File: src/rtl/uart_pkg.sv
// Shared types and constants for the UART transmit arbiter.
package uart_pkg;

  typedef enum logic {
    IDLE  = 1'b0,
    GRANT = 1'b1
  } arb_state_t;

  localparam int UART_DATA_W = 8;

endpackage

File: src/rtl/uart_tx_arbiter_if.sv
// Requester-side and UART-side AXI-stream bundle of the transmit arbiter.
interface uart_tx_arbiter_if #(
  parameter int N_REQ = 4
);
  import uart_pkg::*;

  // Every link is valid/ready: a byte moves when valid and ready are both high on a clock edge.
  logic [UART_DATA_W*N_REQ-1:0] s_axis_tdata_i;
  logic [N_REQ-1:0]             s_axis_tvalid_i;
  logic [N_REQ-1:0]             s_axis_tlast_i;
  logic [N_REQ-1:0]             s_axis_tready_o;
  logic [UART_DATA_W-1:0]       m_axis_tdata_o;
  logic                         m_axis_tvalid_o;
  logic                         m_axis_tlast_o;
  logic                         m_axis_tready_i;

  modport slave (
    input  s_axis_tdata_i, s_axis_tvalid_i, s_axis_tlast_i, m_axis_tready_i,
    output s_axis_tready_o, m_axis_tdata_o, m_axis_tvalid_o, m_axis_tlast_o
  );

  modport master (
    output s_axis_tdata_i, s_axis_tvalid_i, s_axis_tlast_i, m_axis_tready_i,
    input  s_axis_tready_o, m_axis_tdata_o, m_axis_tvalid_o, m_axis_tlast_o
  );

endinterface

File: src/rtl/uart_tx_arbiter_rr_pick.sv
// Combinational round-robin picker: first requester above last_ptr, wrapping.
module rr_pick #(
  parameter int N_REQ = 4
) (
  input  logic [N_REQ-1:0]         req_i,
  input  logic [$clog2(N_REQ)-1:0] last_ptr_i,
  output logic [N_REQ-1:0]         win_o,
  output logic [$clog2(N_REQ)-1:0] win_idx_o,
  output logic                     found_o
);

  localparam int IDX_W = $clog2(N_REQ);

  logic [IDX_W-1:0] cand;

  always_comb begin
    win_o     = '0;
    win_idx_o = '0;
    found_o   = 1'b0;
    cand      = '0;
    // Offset 1..N_REQ so the previous winner is considered last.
    for (int i = 1; i <= N_REQ; i++) begin
      cand = IDX_W'((int'(last_ptr_i) + i) % N_REQ);
      if (!found_o && req_i[cand]) begin
        found_o     = 1'b1;
        win_idx_o   = cand;
        win_o[cand] = 1'b1;
      end
    end
  end

endmodule

File: src/rtl/uart_tx_arbiter.sv
// Round-robin arbiter sharing one UART AXI-stream input among N_REQ byte sources,
// holding each grant for a whole message (tlast) or MAX_BURST bytes.
module uart_tx_arbiter
  import uart_pkg::*;
#(
  parameter int N_REQ     = 4,
  parameter int MAX_BURST = 16
) (
  input  logic                 clk_i,
  input  logic                 rst_i,
  uart_tx_arbiter_if.slave     bus,
  output logic [N_REQ-1:0]     grant_o,
  output logic                 busy_o,
  output arb_state_t           state_o
);

  localparam int IDX_W = $clog2(N_REQ);
  localparam int CNT_W = $clog2(MAX_BURST);
  localparam logic [CNT_W-1:0] BEAT_LAST = CNT_W'(MAX_BURST - 1);

  arb_state_t       state_q, state_d;
  logic [N_REQ-1:0] grant_q, grant_d;
  logic [IDX_W-1:0] owner_q, owner_d;
  logic [IDX_W-1:0] last_ptr_q, last_ptr_d;
  logic [CNT_W-1:0] beat_cnt_q, beat_cnt_d;

  logic [N_REQ-1:0]       pick_win;
  logic [IDX_W-1:0]       pick_idx;
  logic                   pick_found;
  logic [UART_DATA_W-1:0] owner_data;
  logic                   in_grant;
  logic                   owner_valid;
  logic                   owner_last;
  logic                   m_valid;
  logic                   m_last;
  logic                   hs;

  rr_pick #(.N_REQ(N_REQ)) u_pick (
    .req_i      (bus.s_axis_tvalid_i),
    .last_ptr_i (last_ptr_q),
    .win_o      (pick_win),
    .win_idx_o  (pick_idx),
    .found_o    (pick_found)
  );

  // grant_q is one-hot in GRANT and zero in IDLE, so an AND-OR mux suffices.
  always_comb begin
    owner_data = '0;
    for (int k = 0; k < N_REQ; k++) begin
      if (grant_q[k]) begin
        owner_data = owner_data | bus.s_axis_tdata_i[k*UART_DATA_W +: UART_DATA_W];
      end
    end
  end

  assign in_grant    = (state_q == GRANT);
  assign owner_valid = |(grant_q & bus.s_axis_tvalid_i);
  assign owner_last  = |(grant_q & bus.s_axis_tlast_i);
  assign m_valid     = in_grant & owner_valid;
  assign m_last      = in_grant & (owner_last | (beat_cnt_q == BEAT_LAST));
  assign hs          = m_valid & bus.m_axis_tready_i;

  assign bus.m_axis_tdata_o  = owner_data;
  assign bus.m_axis_tvalid_o = m_valid;
  assign bus.m_axis_tlast_o  = m_last;
  assign bus.s_axis_tready_o = in_grant ? (grant_q & {N_REQ{bus.m_axis_tready_i}}) : '0;

  assign grant_o = grant_q;
  assign busy_o  = in_grant;
  assign state_o = state_q;

  always_comb begin
    state_d    = state_q;
    grant_d    = grant_q;
    owner_d    = owner_q;
    last_ptr_d = last_ptr_q;
    beat_cnt_d = beat_cnt_q;
    case (state_q)
      IDLE: begin
        if (pick_found) begin
          grant_d    = pick_win;
          owner_d    = pick_idx;
          beat_cnt_d = '0;
          state_d    = GRANT;
        end
      end
      GRANT: begin
        if (hs) begin
          beat_cnt_d = beat_cnt_q + 1'b1;
          if (m_last) begin
            last_ptr_d = owner_q;
            grant_d    = '0;
            state_d    = IDLE;
          end
        end
      end
      default: begin
        state_d = IDLE;
        grant_d = '0;
      end
    endcase
  end

  always_ff @(posedge clk_i or posedge rst_i) begin
    if (rst_i) begin
      state_q    <= IDLE;
      grant_q    <= '0;
      owner_q    <= '0;
      last_ptr_q <= IDX_W'(N_REQ - 1);
      beat_cnt_q <= '0;
    end else begin
      state_q    <= state_d;
      grant_q    <= grant_d;
      owner_q    <= owner_d;
      last_ptr_q <= last_ptr_d;
      beat_cnt_q <= beat_cnt_d;
    end
  end

endmodule

File: src/flat_wrapper.sv
// flat-port wrapper written by rule: the top's interface ports become plain ports
module uart_tx_arbiter_flat import uart_pkg::*;
#(
  parameter int N_REQ     = 4,
  parameter int MAX_BURST = 16
)
  (clk_i, rst_i, grant_o, busy_o, state_o, bus_s_axis_tdata_i, bus_s_axis_tvalid_i, bus_s_axis_tlast_i, bus_m_axis_tready_i, bus_s_axis_tready_o, bus_m_axis_tdata_o, bus_m_axis_tvalid_o, bus_m_axis_tlast_o);
  uart_tx_arbiter_if #(.N_REQ(N_REQ)) bus_i ();
  input  logic clk_i;
  input  logic rst_i;
  output logic [N_REQ-1:0] grant_o;
  output logic busy_o;
  output arb_state_t state_o;
  input wire logic [$bits(bus_i.s_axis_tdata_i)-1:0] bus_s_axis_tdata_i;
  input wire logic [$bits(bus_i.s_axis_tvalid_i)-1:0] bus_s_axis_tvalid_i;
  input wire logic [$bits(bus_i.s_axis_tlast_i)-1:0] bus_s_axis_tlast_i;
  input wire logic [$bits(bus_i.m_axis_tready_i)-1:0] bus_m_axis_tready_i;
  output wire logic [$bits(bus_i.s_axis_tready_o)-1:0] bus_s_axis_tready_o;
  output wire logic [$bits(bus_i.m_axis_tdata_o)-1:0] bus_m_axis_tdata_o;
  output wire logic [$bits(bus_i.m_axis_tvalid_o)-1:0] bus_m_axis_tvalid_o;
  output wire logic [$bits(bus_i.m_axis_tlast_o)-1:0] bus_m_axis_tlast_o;
  assign bus_i.s_axis_tdata_i = bus_s_axis_tdata_i;
  assign bus_i.s_axis_tvalid_i = bus_s_axis_tvalid_i;
  assign bus_i.s_axis_tlast_i = bus_s_axis_tlast_i;
  assign bus_i.m_axis_tready_i = bus_m_axis_tready_i;
  assign bus_s_axis_tready_o = bus_i.s_axis_tready_o;
  assign bus_m_axis_tdata_o = bus_i.m_axis_tdata_o;
  assign bus_m_axis_tvalid_o = bus_i.m_axis_tvalid_o;
  assign bus_m_axis_tlast_o = bus_i.m_axis_tlast_o;
  uart_tx_arbiter #(.N_REQ(N_REQ), .MAX_BURST(MAX_BURST)) u_core (.clk_i(clk_i), .rst_i(rst_i), .bus(bus_i), .grant_o(grant_o), .busy_o(busy_o), .state_o(state_o));
endmodule
File: config.mk
export PLATFORM = sky130hd
export DESIGN_NAME = uart_tx_arbiter_flat
export DESIGN_NICKNAME = d
export VERILOG_FILES = /design/src/rtl/uart_pkg.sv /design/src/rtl/uart_tx_arbiter_if.sv /design/src/rtl/uart_tx_arbiter_rr_pick.sv /design/src/rtl/uart_tx_arbiter.sv /design/src/flat_wrapper.sv
export SDC_FILE = /design/constraint.sdc
export NUM_CORES = 1
export LEC_CHECK = 0
export ABC_CLOCK_PERIOD_IN_PS = 3390
export CAP_MARGIN = 20
export CORE_MARGIN = 2
export CORE_UTILIZATION = 35
export CTS_CLUSTER_DIAMETER = 60
export CTS_CLUSTER_SIZE = 24
export DETAILED_ROUTE_END_ITERATION = 8
export PLACE_DENSITY = 0.69
export SETUP_SLACK_MARGIN = 0.5
export SKIP_LAST_GASP = 1
export SLEW_MARGIN = 10
export SYNTH_ARGS = -nofsm -noshare
export SYNTH_HDL_FRONTEND = slang
export SYNTH_SLANG_ARGS = --single-unit
File: constraint.sdc
create_clock -name clk_i -period 3.39 [get_ports clk_i]
set_input_delay 0.339 -clock clk_i [delete_from_list [all_inputs] [get_ports clk_i]]
set_output_delay 0.339 -clock clk_i [all_outputs]
set_load 0.1 [all_outputs]
; ---- Yosys cells after proc, flatten, opt, wreduce, memory -nomap -nowiden
; Index checks and enable logic that the tools add are counted.
; W data, S select, Z words.
[classes]
addsub = 5
n_mul = 0
div_mod_pow = 0
magnitude_cmp = 8
eq_ne = 4
n_shift = 0
n_mux = 44
bitwise_logic = 14
reduce_logical = 16
[ops]
columns = operator, n
row1 = $mux W4, 10
row2 = $mux W8, 4
row3 = $or A8 B8 Y8, 3
row4 = $pmux W4 S2, 2
row5 = $mux W1, 15
row6 = $and A4 B4 Y4, 3
row7 = $lt A2 B3 Y1 const B, 4
row8 = $or A4 B4 Y4, 3
row9 = $bmux W1 S2, 4
row10 = $demux W1 S2, 4
row11 = $ge A2 B1 Y1 const B, 4
row12 = $mux W2, 4
row13 = $reduce_or A4 Y1, 2
row14 = $logic_and A1 B1 Y1, 7
row15 = $reduce_and A3 Y1, 2
row16 = $add A2 B1 Y2 const B, 2
row17 = $add A2 B2 Y2 const B, 2
row18 = $add A4 B1 Y4 const B, 1
row19 = $eq A4 B4 Y1 const B, 1
row20 = $ne A2 B2 Y1 const B, 2
row21 = $reduce_and A2 Y1, 2
row22 = $and A1 B1 Y1, 3
row23 = $logic_not A1 Y1, 3
row24 = $ne A2 B1 Y1 const B, 1
row25 = 3 further kinds, 3
[word_totals]
reg_bits = 13
latch_bits = 0
ramBits = 0
romBits = 0
inputBits = 43
out_inout_bits = 20
wordCells = 96
n_memories = 0

; ---- Logic depth before layout (Yosys ltp)
; Gate-level depths: netlist (run 1).
[depth]
ltp_word = 15
depth_mapped = 10
mapped_depth_nobuf = 7

; ---- Cells and area by module
; A second synthesis (run 1) with hierarchy kept.
[unflattened]
hier_cells = 183
area_unflattened_um2 = 1462.7
[by_module_without_submodules]
columns = module, n_inst, cells_per_inst, area_per_inst_um2, seq_area_each_um2
row1 = uart_tx_arbiter, 1, 97, 833.3, 327.8
row2 = rr_pick, 1, 86, 629.4, 0.0

; ---- Least setup slack after synthesis (run 1)
; No wires, ideal clock.
[synth_path]
kind = register to register
startpoint = register u_core.last_ptr_q[1]
endpoint = register u_core.grant_q[0] (netlist: u_core.grant_o[0])
setup_time_ns = 0.122
arrival_time_ns = 2.768
t_required_ns = 3.268
path_slack_ns = 0.500
path_stages_with_launch = 11
synth_period_minus_slack_ns = 2.890
path_cell_list = dfstp_2 > clkbuf_1 > inv_1 > ha_1 > buf_2 > mux4_2 > buf_2 > a31o_1 > a221o_1 > a22oi_1 > o21ai_1
[synth_between]
elab_chain_cells = 15
elab_cells_between_ends = 53
classes_between = add/sub (4) / order compare (8) / eq/ne (1) / mux (26) / bitwise (3) / reduce/logical (11)
[synth_rtl]
columns = item, line_no
row1 = start: declaration, uart_tx_arbiter.sv:24  ; logic [IDX_W-1:0] last_ptr_q, last_ptr_d;
row2 = start signal: assignment, uart_tx_arbiter.sv:109  ; last_ptr_q <= IDX_W'(N_REQ - 1);
row3 = start signal: assignment, uart_tx_arbiter.sv:115  ; last_ptr_q <= last_ptr_d;
row4 = branches (longest 15 deep; another with $lt A2 B3 Y1), --
row5 = end signal: assignment, uart_tx_arbiter.sv:113  ; grant_q <= grant_d;
row6 = end: declaration, uart_tx_arbiter.sv:22  ; logic [N_REQ-1:0] grant_q, grant_d;
; Several ways; the timed one is not identified. The select of a mux whose other input is x is not followed.
; A chain may end at the register's enable or synchronous reset.

; ---- Worst setup path after layout (run 1)
[layout_path]
startpoint = register u_core.last_ptr_q[1]
endpoint = register u_core.grant_q[2] (netlist: u_core.grant_o[2])
; The elaborated chain is that of the path after synthesis.

==> flow_metrics.env, run 1 <==
export IMPL_worst_clock_skew_ps=1.379
export IMPL_place_congestion=0.7682
export IMPL_synthAdderAreaFrac_pct=7.799
export IMPL_cp_end_kind="flip-flop"
export IMPL_synth_compound_area_share_pct=28.08
export IMPL_post_synth_instance_area_um2=1444
export IMPL_syn_to_final_growth_pct=46.71
export IMPL_clockBufferDepth=2
export IMPL_worst_path_max_delay_cell="mux4_2"
export IMPL_startpoint_type="flip-flop"
export IMPL_synth_seq_cells=13
export IMPL_grt_pass1_vias=1258
export IMPL_cp_data_required_time_ps=3560
export IMPL_worst_slew_pin_slew_ps=967.8
export IMPL_gr_total_overflow=0
export IMPL_vias=1480
export IMPL_synth_edf_count=0
export IMPL_drc=0
export IMPL_yosys_top_cells_count="a22oi_1, nand2_1, dfrtp_1"
export IMPL_synth_top_family_by_area="compound AO/OA/AOI/OAI gates"
export IMPL_cp_num_buf_inv=1
export IMPL_final_hold_violation_count=0
export IMPL_critPathMaxFanout=12
export IMPL_drive_gt1_share_pct=18.75
export IMPL_fmax_mhz=377.5
export IMPL_rsz0062_at_grt="false"
export IMPL_timing_worst_setup_path_type="flip-flop to flip-flop"
export IMPL_core_area_um2=3971
export IMPL_start_util_pct=36.36
export IMPL_path_clk_slew_ps=60
export IMPL_final_max_slew_viol_count=0
export IMPL_cts_htree_levels=1
export IMPL_yosys_most_used_dff="dfrtp_1"
export IMPL_portBuffers=62
export IMPL_die_area_um2=4655
export IMPL_cts_tree="built"
export IMPL_synth_nets=218
export IMPL_outcome="finished, final reports clean"
export IMPL_synthArstFlopShare_pct=100.0
export IMPL_path_cells="inv_1, ha_1, mux4_2, or3_4, o21bai_4, nand3_1, o21ai_1"
export IMPL_yosys_top_cells_area="dfrtp_1, a22oi_1, ha_1, mux4_2, nand2_1"
export IMPL_yosysSeqAreaShare_pct=22.70
export IMPL_avgViaCountPerCell=5.401
export IMPL_synth_most_common_cell="a22oi_1"
export IMPL_slew_headroom_pct=35.28
export IMPL_grt_use_total_pct=17.01
export IMPL_min_path_type="primary input to asynchronous set/reset pin"
export IMPL_muxShareOfSynthArea_pct=13.60
export IMPL_detail_route_wirelength_um=4081
export IMPL_fin_crit_sh_pct=78.14
export IMPL_fin_crit_ps=2649
export IMPL_std_cell_rows=23
export IMPL_grt_max_degree=25
export IMPL_cp_arrival_ps=2820
export IMPL_cts_buffers=3
export IMPL_crit_family="multiplexers"
export IMPL_synth_top_area_cell="dfrtp_1"
export IMPL_hold_buffers=0
export IMPL_clkLatencyLatePin_ps=240
export IMPL_ios=63
export IMPL_detail_route_wl_per_cell_um=14.89
export IMPL_first_pass_iters=4
export IMPL_setup_viol=0
export IMPL_yosys_area_share_xor_xnor_pct=1.213
export IMPL_synth_simple_area_share_pct=19.76
export IMPL_drtAntennaViolNets=0
export IMPL_critPathMaxStageDelay_ps=640
export IMPL_place_hpwl_um=2958
export IMPL_die_w_um=68.23
export IMPL_synth_avg_cell_area_um2=8.698
export IMPL_tns_ps=0
export IMPL_antennaDiodeCount=0
export IMPL_fp_dieH_um=68.23
export IMPL_grt_pass1_wl_um=6168
export IMPL_nNetsFinal=277
export IMPL_first_iter_violations=85
export IMPL_synth_cell_types=42
export IMPL_cap_viol_max_count=0
export IMPL_synthCells=166
export IMPL_cts_sinks=13
export IMPL_synth_top_cell_area_share_pct=19.06
export IMPL_yosys_warnings=0
export IMPL_grt_antenna_before_repair=0
export IMPL_cts_root_buf="clkbuf_8"
-- cells in the final DEF, fill, tap and decap left out, types with 5 or more instances in the layout --
cell type,count
a22oi_1,24
buf_4,21
clkdlybuf4s50_1,47
dfrtp_1,11
ha_1,9
mux2i_1,5
nand2_1,20
nand2b_1,8
nand3_1,9
o21ai_1,5
-- worst reg2reg max path: stages (launching register included) --
cell      delay, ps
dfstp_2         610
inv_1           130
ha_1            330
mux4_2          640
or3_4           420
o21bai_4        240
nand3_1         100
o21ai_1         100
-- layout make-up --
type                    instances  area, um2
repair buffers                 68      628.1
fillers                       393       1853
inverters                       5      18.77
clock buffers                   4      45.04
well taps                      50      62.56
flip-flops and latches         13      327.8
multi-input cells             134       1036
-- logic make-up after synthesis --
logic type                 Yosys count
DFF                                 13
AOI/OAI and AO/OA                   54
adders and majority gates            9
and+or+nand+nor                     54
buffers and inverters               20
xor gates and xnor gates             2
muxes                               14
-- routing by layer --
metal | wire length, um | GRT usage, %
met1 | 1895 | 23.99
met5 | 0 | 0
met2 | 1916 | 27.67
met4 | 42 | 4.500
met3 | 227 | 1.645
-- per-stage QoR --
| step | area [um2] | instances | setup WS (ps) | hold slack (ps) | utilization, % |
|---|---|---|---|---|---|
| after global routing | 2118 | 274 | 565.2 | 475.7 | 53.34 |
| final | 2118 | 274 | 741.1 | 408.7 | 53.34 |
| after CTS | 2077 | 270 | 545.0 | 430.6 | 52.30 |
| after global placement | 2032 | 266 | 619.9 | 467.6 | 51.17 |
| after floorplan | 1444 | 166 | 500.4 | 214.5 | - |
| after detailed placement | 2032 | 266 | 556.8 | 482.3 | 51.17 |
-- state kept, by name, summed over array words and instances, names as in the netlist --
| register | flops |
|---|---|
| u_core.beat_cnt_q | 4 |
| u_core.busy_o | 1 |
| u_core.grant_o | 4 |
| u_core.last_ptr_q | 2 |
| u_core.owner_q | 2 |
-- what timing repair did --
| item | 4_1_cts | 5_1_grt |
|---|---|---|
| setup endpoints to repair | 0 | 10 |
| gates resized for setup | 0 | 1 |
| setup buffers | 0 | 3 |
-- path summary, 6_finish.rpt --
kind / cells after the start / slack (ps) / startpoint / endpoint
setup / recovery: 7 / 740 / u_core.last_ptr_q[1]$_DFFE_PP1P_ / u_core.grant_o[2]$_DFFE_PP0P_
max in group asynchronous: 2 / 2630 / rst_i / u_core.last_ptr_q[1]$_DFFE_PP1P_
hold reg to reg: 2 / 500 / u_core.owner_q[1]$_DFFE_PP0P_ / u_core.owner_q[1]$_DFFE_PP0P_
setup reg to reg: 7 / 740 / u_core.last_ptr_q[1]$_DFFE_PP1P_ / u_core.grant_o[2]$_DFFE_PP0P_
hold / removal: 2 / 410 / rst_i / u_core.owner_q[0]$_DFFE_PP0P_
min in group clk_i: 2 / 500 / u_core.owner_q[1]$_DFFE_PP0P_ / u_core.owner_q[1]$_DFFE_PP0P_
Power of run 1 is not shown: default switching activity piles up to over one toggle a cycle in this logic, so the estimate is an artifact.
==> run 2, diff against run 1 <==
ABC_CLOCK_PERIOD_IN_PS = 2650   (was 3390)
clock period = 2.65 ns   (was 3.39 ns; I/O delays follow)
==> flow_metrics.env, run 2 (synthesis results as in run 1) <==
export IMPL_core_area_um2=3971
export IMPL_first_iter_violations=75
export IMPL_worst_slew_pin_slew_ps=518.8
export IMPL_final_common_cell="clkdlybuf4s50_1"
export IMPL_top_usage_layer="met2"
export IMPL_syn_to_final_growth_pct=61.96
export IMPL_drc=0
export IMPL_start_util_pct=36.36
export IMPL_grt_pass1_vias=1475
export IMPL_setup_viol=0
export IMPL_cts_htree_levels=1
export IMPL_drtAntennaViolNets=0
export IMPL_fin_crit_ps=2416
export IMPL_vias=1595
export IMPL_tns_ps=0
export IMPL_timing_worst_setup_path_type="flip-flop to flip-flop"
export IMPL_grt_max_degree=26
export IMPL_gr_total_overflow=0
export IMPL_cap_viol_max_count=0
export IMPL_cp_arrival_ps=2560
export IMPL_cts_buffers=3
export IMPL_outcome="finished, final reports clean"
export IMPL_path_clk_slew_ps=60
export IMPL_critPathMaxStageDelay_ps=600
export IMPL_use_met3_pct=3.454
export IMPL_portBuffers=62
export IMPL_mostFrequentLayoutCells="clkdlybuf4s50_1, buf_4, a22oi_1, nand2_1, dfrtp_1"
export IMPL_cp_data_required_time_ps=2790
export IMPL_min_path_type="primary input to asynchronous set/reset pin"
export IMPL_place_hpwl_um=3261
export IMPL_grt_use_met2_pct=34.71
export IMPL_drive_gt1_share_pct=35.62
export IMPL_critPathMaxFanout=4
export IMPL_final_hold_violation_count=0
export IMPL_n_fill_cell=359
export IMPL_clkLatencyLatePin_ps=250
export IMPL_die_area_um2=4655
export IMPL_fp_dieH_um=68.23
export IMPL_cp_num_buf_inv=2
export IMPL_slew_headroom_pct=65.38
export IMPL_place_congestion=0.7529
export IMPL_crit_family="compound AO/OA/AOI/OAI gates"
export IMPL_grt_pass1_wl_um=7134
export IMPL_worst_clock_skew_ps=2.297
export IMPL_detail_route_wirelength_um=4719
export IMPL_multi_input_area_um2=1130
export IMPL_std_cell_rows=23
export IMPL_final_util_pct=58.88
export IMPL_grt_use_total_pct=20.28
export IMPL_grt_use_met1_pct=25.71
export IMPL_cts_sinks=13
export IMPL_worst_path_max_delay_cell="dfstp_2"
export IMPL_fmax_mhz=413.8
export IMPL_nNetsFinal=286
export IMPL_cts_root_buf="clkbuf_8"
export IMPL_first_pass_iters=4
export IMPL_antennaDiodeCount=0
export IMPL_cp_end_kind="flip-flop"
export IMPL_die_w_um=68.23
export IMPL_fin_crit_sh_pct=91.19
export IMPL_ios=63
export IMPL_path_cells="inv_6, ha_4, mux4_2, buf_4, a31o_1, a221o_1, a22oi_2, o21ai_1"
export IMPL_grt_antenna_before_repair=0
export IMPL_detail_route_wl_per_cell_um=16.67
export IMPL_startpoint_type="flip-flop"
export IMPL_cts_tree="built"
export IMPL_final_seq_area_um2=329.1
export IMPL_clockBufferDepth=2
export IMPL_rsz0062_at_grt="true"
export IMPL_final_max_slew_viol_count=0
export IMPL_avgViaCountPerCell=5.636
[run 2: cell types whose count changed in the layout (fill, tap and decap cells not counted), moves of 4 or more]
| cell | previous run | this run |
|---|---|---|
| nand2_2 | 0 | 9 |
| and3_1 | 4 | 0 |
| a22oi_2 | 0 | 4 |
| a22oi_1 | 24 | 20 |
| and3_2 | 0 | 4 |
| buf_4 | 21 | 29 |
| nand2_1 | 20 | 11 |
| clkdlybuf4s50_1 | 47 | 41 |
[run 2: per-stage QoR]
step / setup slack [ps] / std cells / instance area (um2) / hold WS (ps)
floorplan: 53.79 / 166 / 1519 / 140.5
global placement: 138.7 / 269 / 2101 / 466.6
detailed placement: 93.88 / 269 / 2101 / 467.1
CTS: 232.6 / 282 / 2293 / 360.0
global route: 166.3 / 283 / 2338 / 411.8
finish: 233.5 / 283 / 2338 / 343.3
[run 2: repair_timing]
action                     4_1_cts  5_1_grt
pin swaps                        4        5
buffers inserted                 7        1
setup endpoints to repair       11       14
gates cloned                     2        0
hold buffers                     0        0
gates resized for setup          8       11
[run 2: worst paths after layout]
check | cells past startpoint | slack (ps) | end | startpoint
worst min-delay path | 2 | 340 | u_core.grant_o[3]$_DFFE_PP0P_ | rst_i
max in group asynchronous | 2 | 1930 | u_core.grant_o[2]$_DFFE_PP0P_ | rst_i
min in group clk_i | 2 | 500 | u_core.owner_q[1]$_DFFE_PP0P_ | u_core.owner_q[1]$_DFFE_PP0P_
worst max register to register | 8 | 230 | u_core.grant_o[0]$_DFFE_PP0P_ | u_core.last_ptr_q[0]$_DFFE_PP1P_
worst min register to register | 2 | 500 | u_core.owner_q[1]$_DFFE_PP0P_ | u_core.owner_q[1]$_DFFE_PP0P_
worst max-delay path | 8 | 230 | u_core.grant_o[0]$_DFFE_PP0P_ | u_core.last_ptr_q[0]$_DFFE_PP1P_
[run 2: layout make-up]
type	instances	share of cell area [%]
Multi-Input combinational cell	134	48.31
Timing Repair Buffer	77	32.00
Sequential cell	13	14.07
Tap cell	50	2.675
Clock buffer	4	1.926
Inverter	5	1.017
[run 2: per-layer routing]
metal	routed length, um	vias to the layer above
li1	-	769
met1	1913	771
met2	2405	49
met3	344	6
met4	55	0
met5	0	-
Power of run 2 is left out for the same reason.
==> RTL edit 1, RTL diff (config.mk and constraints of run 1) <==
`N_REQ` is set to 4 in 4 places; all go to 2.
--- a/src/rtl/uart_tx_arbiter_if.sv
+++ b/src/rtl/uart_tx_arbiter_if.sv
@@ -1,5 +1,5 @@
 // Requester-side and UART-side AXI-stream bundle of the transmit arbiter.
 interface uart_tx_arbiter_if #(
-  parameter int N_REQ = 4
+  parameter int N_REQ = 2
 );
   import uart_pkg::*;
--- a/src/rtl/uart_tx_arbiter_rr_pick.sv
+++ b/src/rtl/uart_tx_arbiter_rr_pick.sv
@@ -1,5 +1,5 @@
 // Combinational round-robin picker: first requester above last_ptr, wrapping.
 module rr_pick #(
-  parameter int N_REQ = 4
+  parameter int N_REQ = 2
 ) (
   input  logic [N_REQ-1:0]         req_i,
--- a/src/rtl/uart_tx_arbiter.sv
+++ b/src/rtl/uart_tx_arbiter.sv
@@ -4,5 +4,5 @@
   import uart_pkg::*;
 #(
-  parameter int N_REQ     = 4,
+  parameter int N_REQ     = 2,
   parameter int MAX_BURST = 16
 ) (
--- a/src/flat_wrapper.sv
+++ b/src/flat_wrapper.sv
@@ -2,5 +2,5 @@
 module uart_tx_arbiter_flat import uart_pkg::*;
 #(
-  parameter int N_REQ     = 4,
+  parameter int N_REQ     = 2,
   parameter int MAX_BURST = 16
 )
Ports: changed (5 resized); port bits go from 63 to 39. The function was not compared with the original's and may differ.
==> RTL edit 1 against run 1 <==
- synthesized area shrank 61%
- register-to-register slack gained 1000 ps
- design area shrank 55%
- non-clock buffer count shrank 30
- setup slack gained 260 ps
- sequential cell count shrank 4
- routed wire length shrank 61%
- critical path type is now reg2out
Power is not shown: default switching activity piles up to over one toggle a cycle in this logic, so the estimate is an artifact.
==> RTL edit 1: results (changes against run 1) <==
clocking:
  ctsResizeCount: 0  # unchanged
  cts-root-buf: "clkbuf_4"
  htree_levels: 1  # unchanged
  clkLatencyLatePin_ps: 250
  postCtsSetupRepairBufs: 0  # unchanged
  cts.path.max_buffers: 2  # unchanged
  clk_pin_slew_ps: 60  # about the same
  cts-buffers-inserted: 3  # unchanged
synthesis:
  syn_nets: 82  # -62%
  async_flop_share_pct: 100.0  # unchanged
  ys.flop_type: "dfrtp_1"
  synth_cell_type_count: 24  # -43%
  synth_warnings: 0  # unchanged
  ys_seq_area_share_pct: 40.40  # +18 points
  synth.area.top_cells: "dfrtp_1 36%, a22o_1 13%, mux2i_1 7.1%"
  synth_commonest_cells: "10 x nand2_1, 8 x a22o_1, 8 x dfrtp_1"
  syn_avg_cell_area_sq_um: 9.664  # +11%
detailed_routing:
  vias_per_cell: 5.274  # -2.4%
  vias: 596  # -60%
  routed_wl_mm: 1.574  # -61%
  drtIter0Drc: 4  # -95%
  first_pass_iters: 4  # unchanged
final_layout:
  largest_register_ffs: 4
  seq_area_sq_um: 226.5  # -31%
  top_register: "u_core.beat_cnt_q"
  antennaDiodeCount: 0  # unchanged
  fillers: 148  # -62%
  fin_nets: 122  # -56%
  drive_above_1_share_pct: 20.62  # +1.9 points
grt:
  grt_usage_pct: 16.77  # -0.24 points
  grt_max_degree: 14  # -44%
  antenna_found_initial: 0  # unchanged
  grt_pass1_wl_mm: 2.421  # -61%
  grt_pass1_vias: 545  # -57%
placed_design:
  post_dp_cell_area_sq_um: 922.1  # -55%
  hpwl_mm: 1.250  # -58%
  dp.cells: 109  # -59%
  gp_congestion: 0.7584  # -1.3%
  io_buffers: 38  # -39%
worst_hold_path:
  min_path_type: "in2async"
setup_path:
  path_delay_family: "buffers and inverters"
  crit_path_max_incr_delay_ps: 1210  # +570 ps
  cpMaxStageDelayCell: "clkdlybuf4s50_1"
  crit_arrival_ps: 2050  # -770 ps
  cp_max_fo: 13  # +1
timing:
  clock_skew_ps: 1.305  # -0.07483 ps
  tightest_slew_ps: 962.6  # -5.182 ps
outcome:
  status: "completed"
RTL edit 1: logic make-up after synthesis:
| group | count (synthesis) | share of synthesized area (%) |
|---|---|---|
| AND/OR/NAND/NOR | 23 | 20.09 |
| flip-flops | 9 | 40.40 |
| multiplexers | 5 | 9.152 |
| adder cells (fa/ha/maj) | 1 | 2.232 |
| buffers and inverters | 5 | 4.019 |
| AO/OA/AOI/OAI | 15 | 24.11 |
RTL edit 1: area by class of cell:
type	instances	share of cell area, %
sequential	9	23.88
tap	16	2.111
clock buffer	4	2.770
multi-input combinational	44	33.51
inverter	2	0.7916
timing repair buffer	38	36.94
RTL edit 1: per-layer routing:
metal | GRT usage (%) | vias up | part of all wire, %
li1 | - | 291 | -
met1 | 20.83 | 274 | 46
met2 | 27.94 | 31 | 43
met3 | 3.673 | 0 | 11
met4 | 7.273 | 0 | 0
met5 | 0 | - | 0
RTL edit 1: final timing paths:
kind / start / end / slack (ps) / depth (start not counted)
max: u_core.grant_o[0]$_DFFE_PP0P_ / grant_o[0] / 1000 / 1
min: rst_i / u_core.beat_cnt_q[1]$_DFFE_PP0P_ / 350 / 2
max reg2reg: u_core.grant_o[0]$_DFFE_PP0P_ / u_core.last_ptr_q$_DFFE_PP1P_ / 1790 / 3
min reg2reg: u_core.beat_cnt_q[3]$_DFFE_PP0P_ / u_core.beat_cnt_q[3]$_DFFE_PP0P_ / 480 / 1
max in group asynchronous: rst_i / u_core.last_ptr_q$_DFFE_PP1P_ / 2740 / 2
min in group clk_i: u_core.beat_cnt_q[3]$_DFFE_PP0P_ / u_core.beat_cnt_q[3]$_DFFE_PP0P_ / 480 / 1
RTL edit 1: stage by stage:
stage	hold WS (ps)	worst slack [ps]
after floorplan	166.2	811.6
after global placement	458.8	1276
after detailed placement	470.7	1268
after CTS	363.4	983.1
after global routing	398.7	894.2
final	348.6	999.5
==> RTL edit 2, RTL diff (settings of run 1) <==
Without the edit above. Make the reset (`rst_i`) synchronous in one clocked block.
--- a/src/rtl/uart_tx_arbiter.sv
+++ b/src/rtl/uart_tx_arbiter.sv
@@ -102,5 +102,5 @@
   end
 
-  always_ff @(posedge clk_i or posedge rst_i) begin
+  always_ff @(posedge clk_i) begin
     if (rst_i) begin
       state_q    <= IDLE;
Formal check against the unedited RTL: differs if rst_i is asserted again (counterexample within 4 cycles, from zero or initial values and one cycle with rst_i high); with rst_i held inactive, the same outputs for 4 cycles.
==> RTL edit 2 against run 1 <==
- sequential share of layout area down 1.9 points
- sequential cell count stayed put
- setup slack better by 100 ps
- first-iteration DRC count fell by 46%
- routed wire length hardly changed
- highest routed layer unchanged
- clock skew grew 1.1 ps
- design area shrank 9.2%
- critical endpoint is now u_core.grant_o[3]$_SDFFE_PP0P_
- via count down 2.5%
- synthesized area shrank 6.7%
Power is left out: it rests on default switching activity, and per cell area and clock period it moved more than threefold.
==> RTL edit 2: results (changes against run 1) <==
grt:
  grt_use_met1_pct: 22.77  # -1.2 points
  grt_pass1_vias: 1413  # +12%
  grtUsageMet3_pct: 5.622  # +4.0 points
  grt_pass1_wl_mm: 6.624  # +7.4%
  grt_usage_pct: 19.39  # +2.4 points
  use_met2_pct: 35.10  # +7.4 points
  grt_max_degree: 18  # -28%
synthesis:
  synth_cell_type_count: 44  # +4.8%
  async_flop_share_pct: 0  # -100 points
  synth_commonest_cells: "19 x a22oi_1, 19 x nand2_1, 13 x dfxtp_1"
  ys_seq_area_share_pct: 19.31  # -3.4 points
  synth.area.top_cells: "dfxtp_1 19%, a22oi_1 11%, ha_1 8.4%"
  syn_nets: 214  # -1.8%
  synth_warnings: 0  # unchanged
  ys.flop_type: "dfxtp_1"
setup_path:
  crit_path_max_incr_delay_ps: 740  # +100 ps
  path_delay_family: "flip-flops"
  cpMaxStageDelayCell: "dfxtp_1"
  cp_max_fo: 17  # +5
  rrSetupSlack_ps: 840  # +100 ps
  crit_arrival_ps: 2740  # -80 ps
timing:
  slew_headroom_pct: 35.66  # +0.38 points
  clock_skew_ps: 2.470  # +1.090 ps
  fin_crit_ps: 2548  # -100.5 ps
  finalSetupViolCount: 0  # unchanged
clocking:
  cts-root-buf: "clkbuf_8"
  ctsResizeCount: 0  # unchanged
  cts-buffers-inserted: 3  # unchanged
final_layout:
  fin_nets: 264  # -4.7%
  drive_above_1_share_pct: 14.22  # -4.5 points
  fillers: 365  # -7.1%
placed_design:
  pre_cts_ws_ps: 870.7  # +313.9 ps
  gp_congestion: 0.8550  # +11%
  hpwl_mm: 3.035  # +2.6%
  io_buffers: 62  # unchanged
outcome:
  status: "completed"
detailed_routing:
  first_pass_iters: 4  # unchanged
  routed_wl_mm: 4.080  # about the same
  drtIter0Drc: 46  # -46%
  vias_per_cell: 5.571  # +3.1%
worst_hold_path:
  min_path_type: "reg2reg"
-- RTL edit 2: layout make-up --
cell class                 instances  share of cell area [%]
multi-input combinational        127                   50.10
timing repair buffer              62                   29.93
sequential                        13                   13.53
tap                               48                   3.123
clock buffer                       4                   2.342
inverter                           5                  0.9759
-- RTL edit 2: final timing paths --
path | start | to | depth (start not counted)
max | u_core.last_ptr_q[0]$_SDFFE_PP1P_ | u_core.grant_o[3]$_SDFFE_PP0P_ | 6
min reg2reg | u_core.owner_q[1]$_SDFFE_PP0P_ | u_core.owner_q[1]$_SDFFE_PP0P_ | 2
min | u_core.owner_q[1]$_SDFFE_PP0P_ | u_core.owner_q[1]$_SDFFE_PP0P_ | 2
max reg2reg | u_core.last_ptr_q[0]$_SDFFE_PP1P_ | u_core.grant_o[3]$_SDFFE_PP0P_ | 6
-- RTL edit 2: logic make-up after synthesis --
logic type	share of synthesized area (%)
mux	6.592
fa+ha+maj	8.357
compound gates	29.16
flops	19.31
simple gates	25.81
buf+inv	9.470
xor+xnor	1.300
-- RTL edit 2: worst register-to-register path, stage by stage (launching register included) --
cell	delay (ps)
dfxtp_1	740
inv_1	220
ha_1	380
mux4_2	420
nor2b_1	180
nor4b_1	400
a2111o_1	160
-- RTL edit 2: stage by stage --
step,cells,hold WS (ps),instance area (sq um)
2_1_floorplan,162,432.2,1351
3_3_place_gp,255,449.0,1878
3_5_place_dp,255,461.4,1878
4_1_cts,259,467.8,1923
5_1_grt,259,491.9,1923
6_report,259,460.5,1923
-- RTL edit 2: routing by layer --
| metal | part of all wire [%] | vias to the layer above |
|---|---|---|
| li1 | - | 712 |
| met1 | 41 | 670 |
| met2 | 48 | 57 |
| met3 | 9.6 | 4 |
| met4 | 0.76 | 0 |
| met5 | 0 | - |
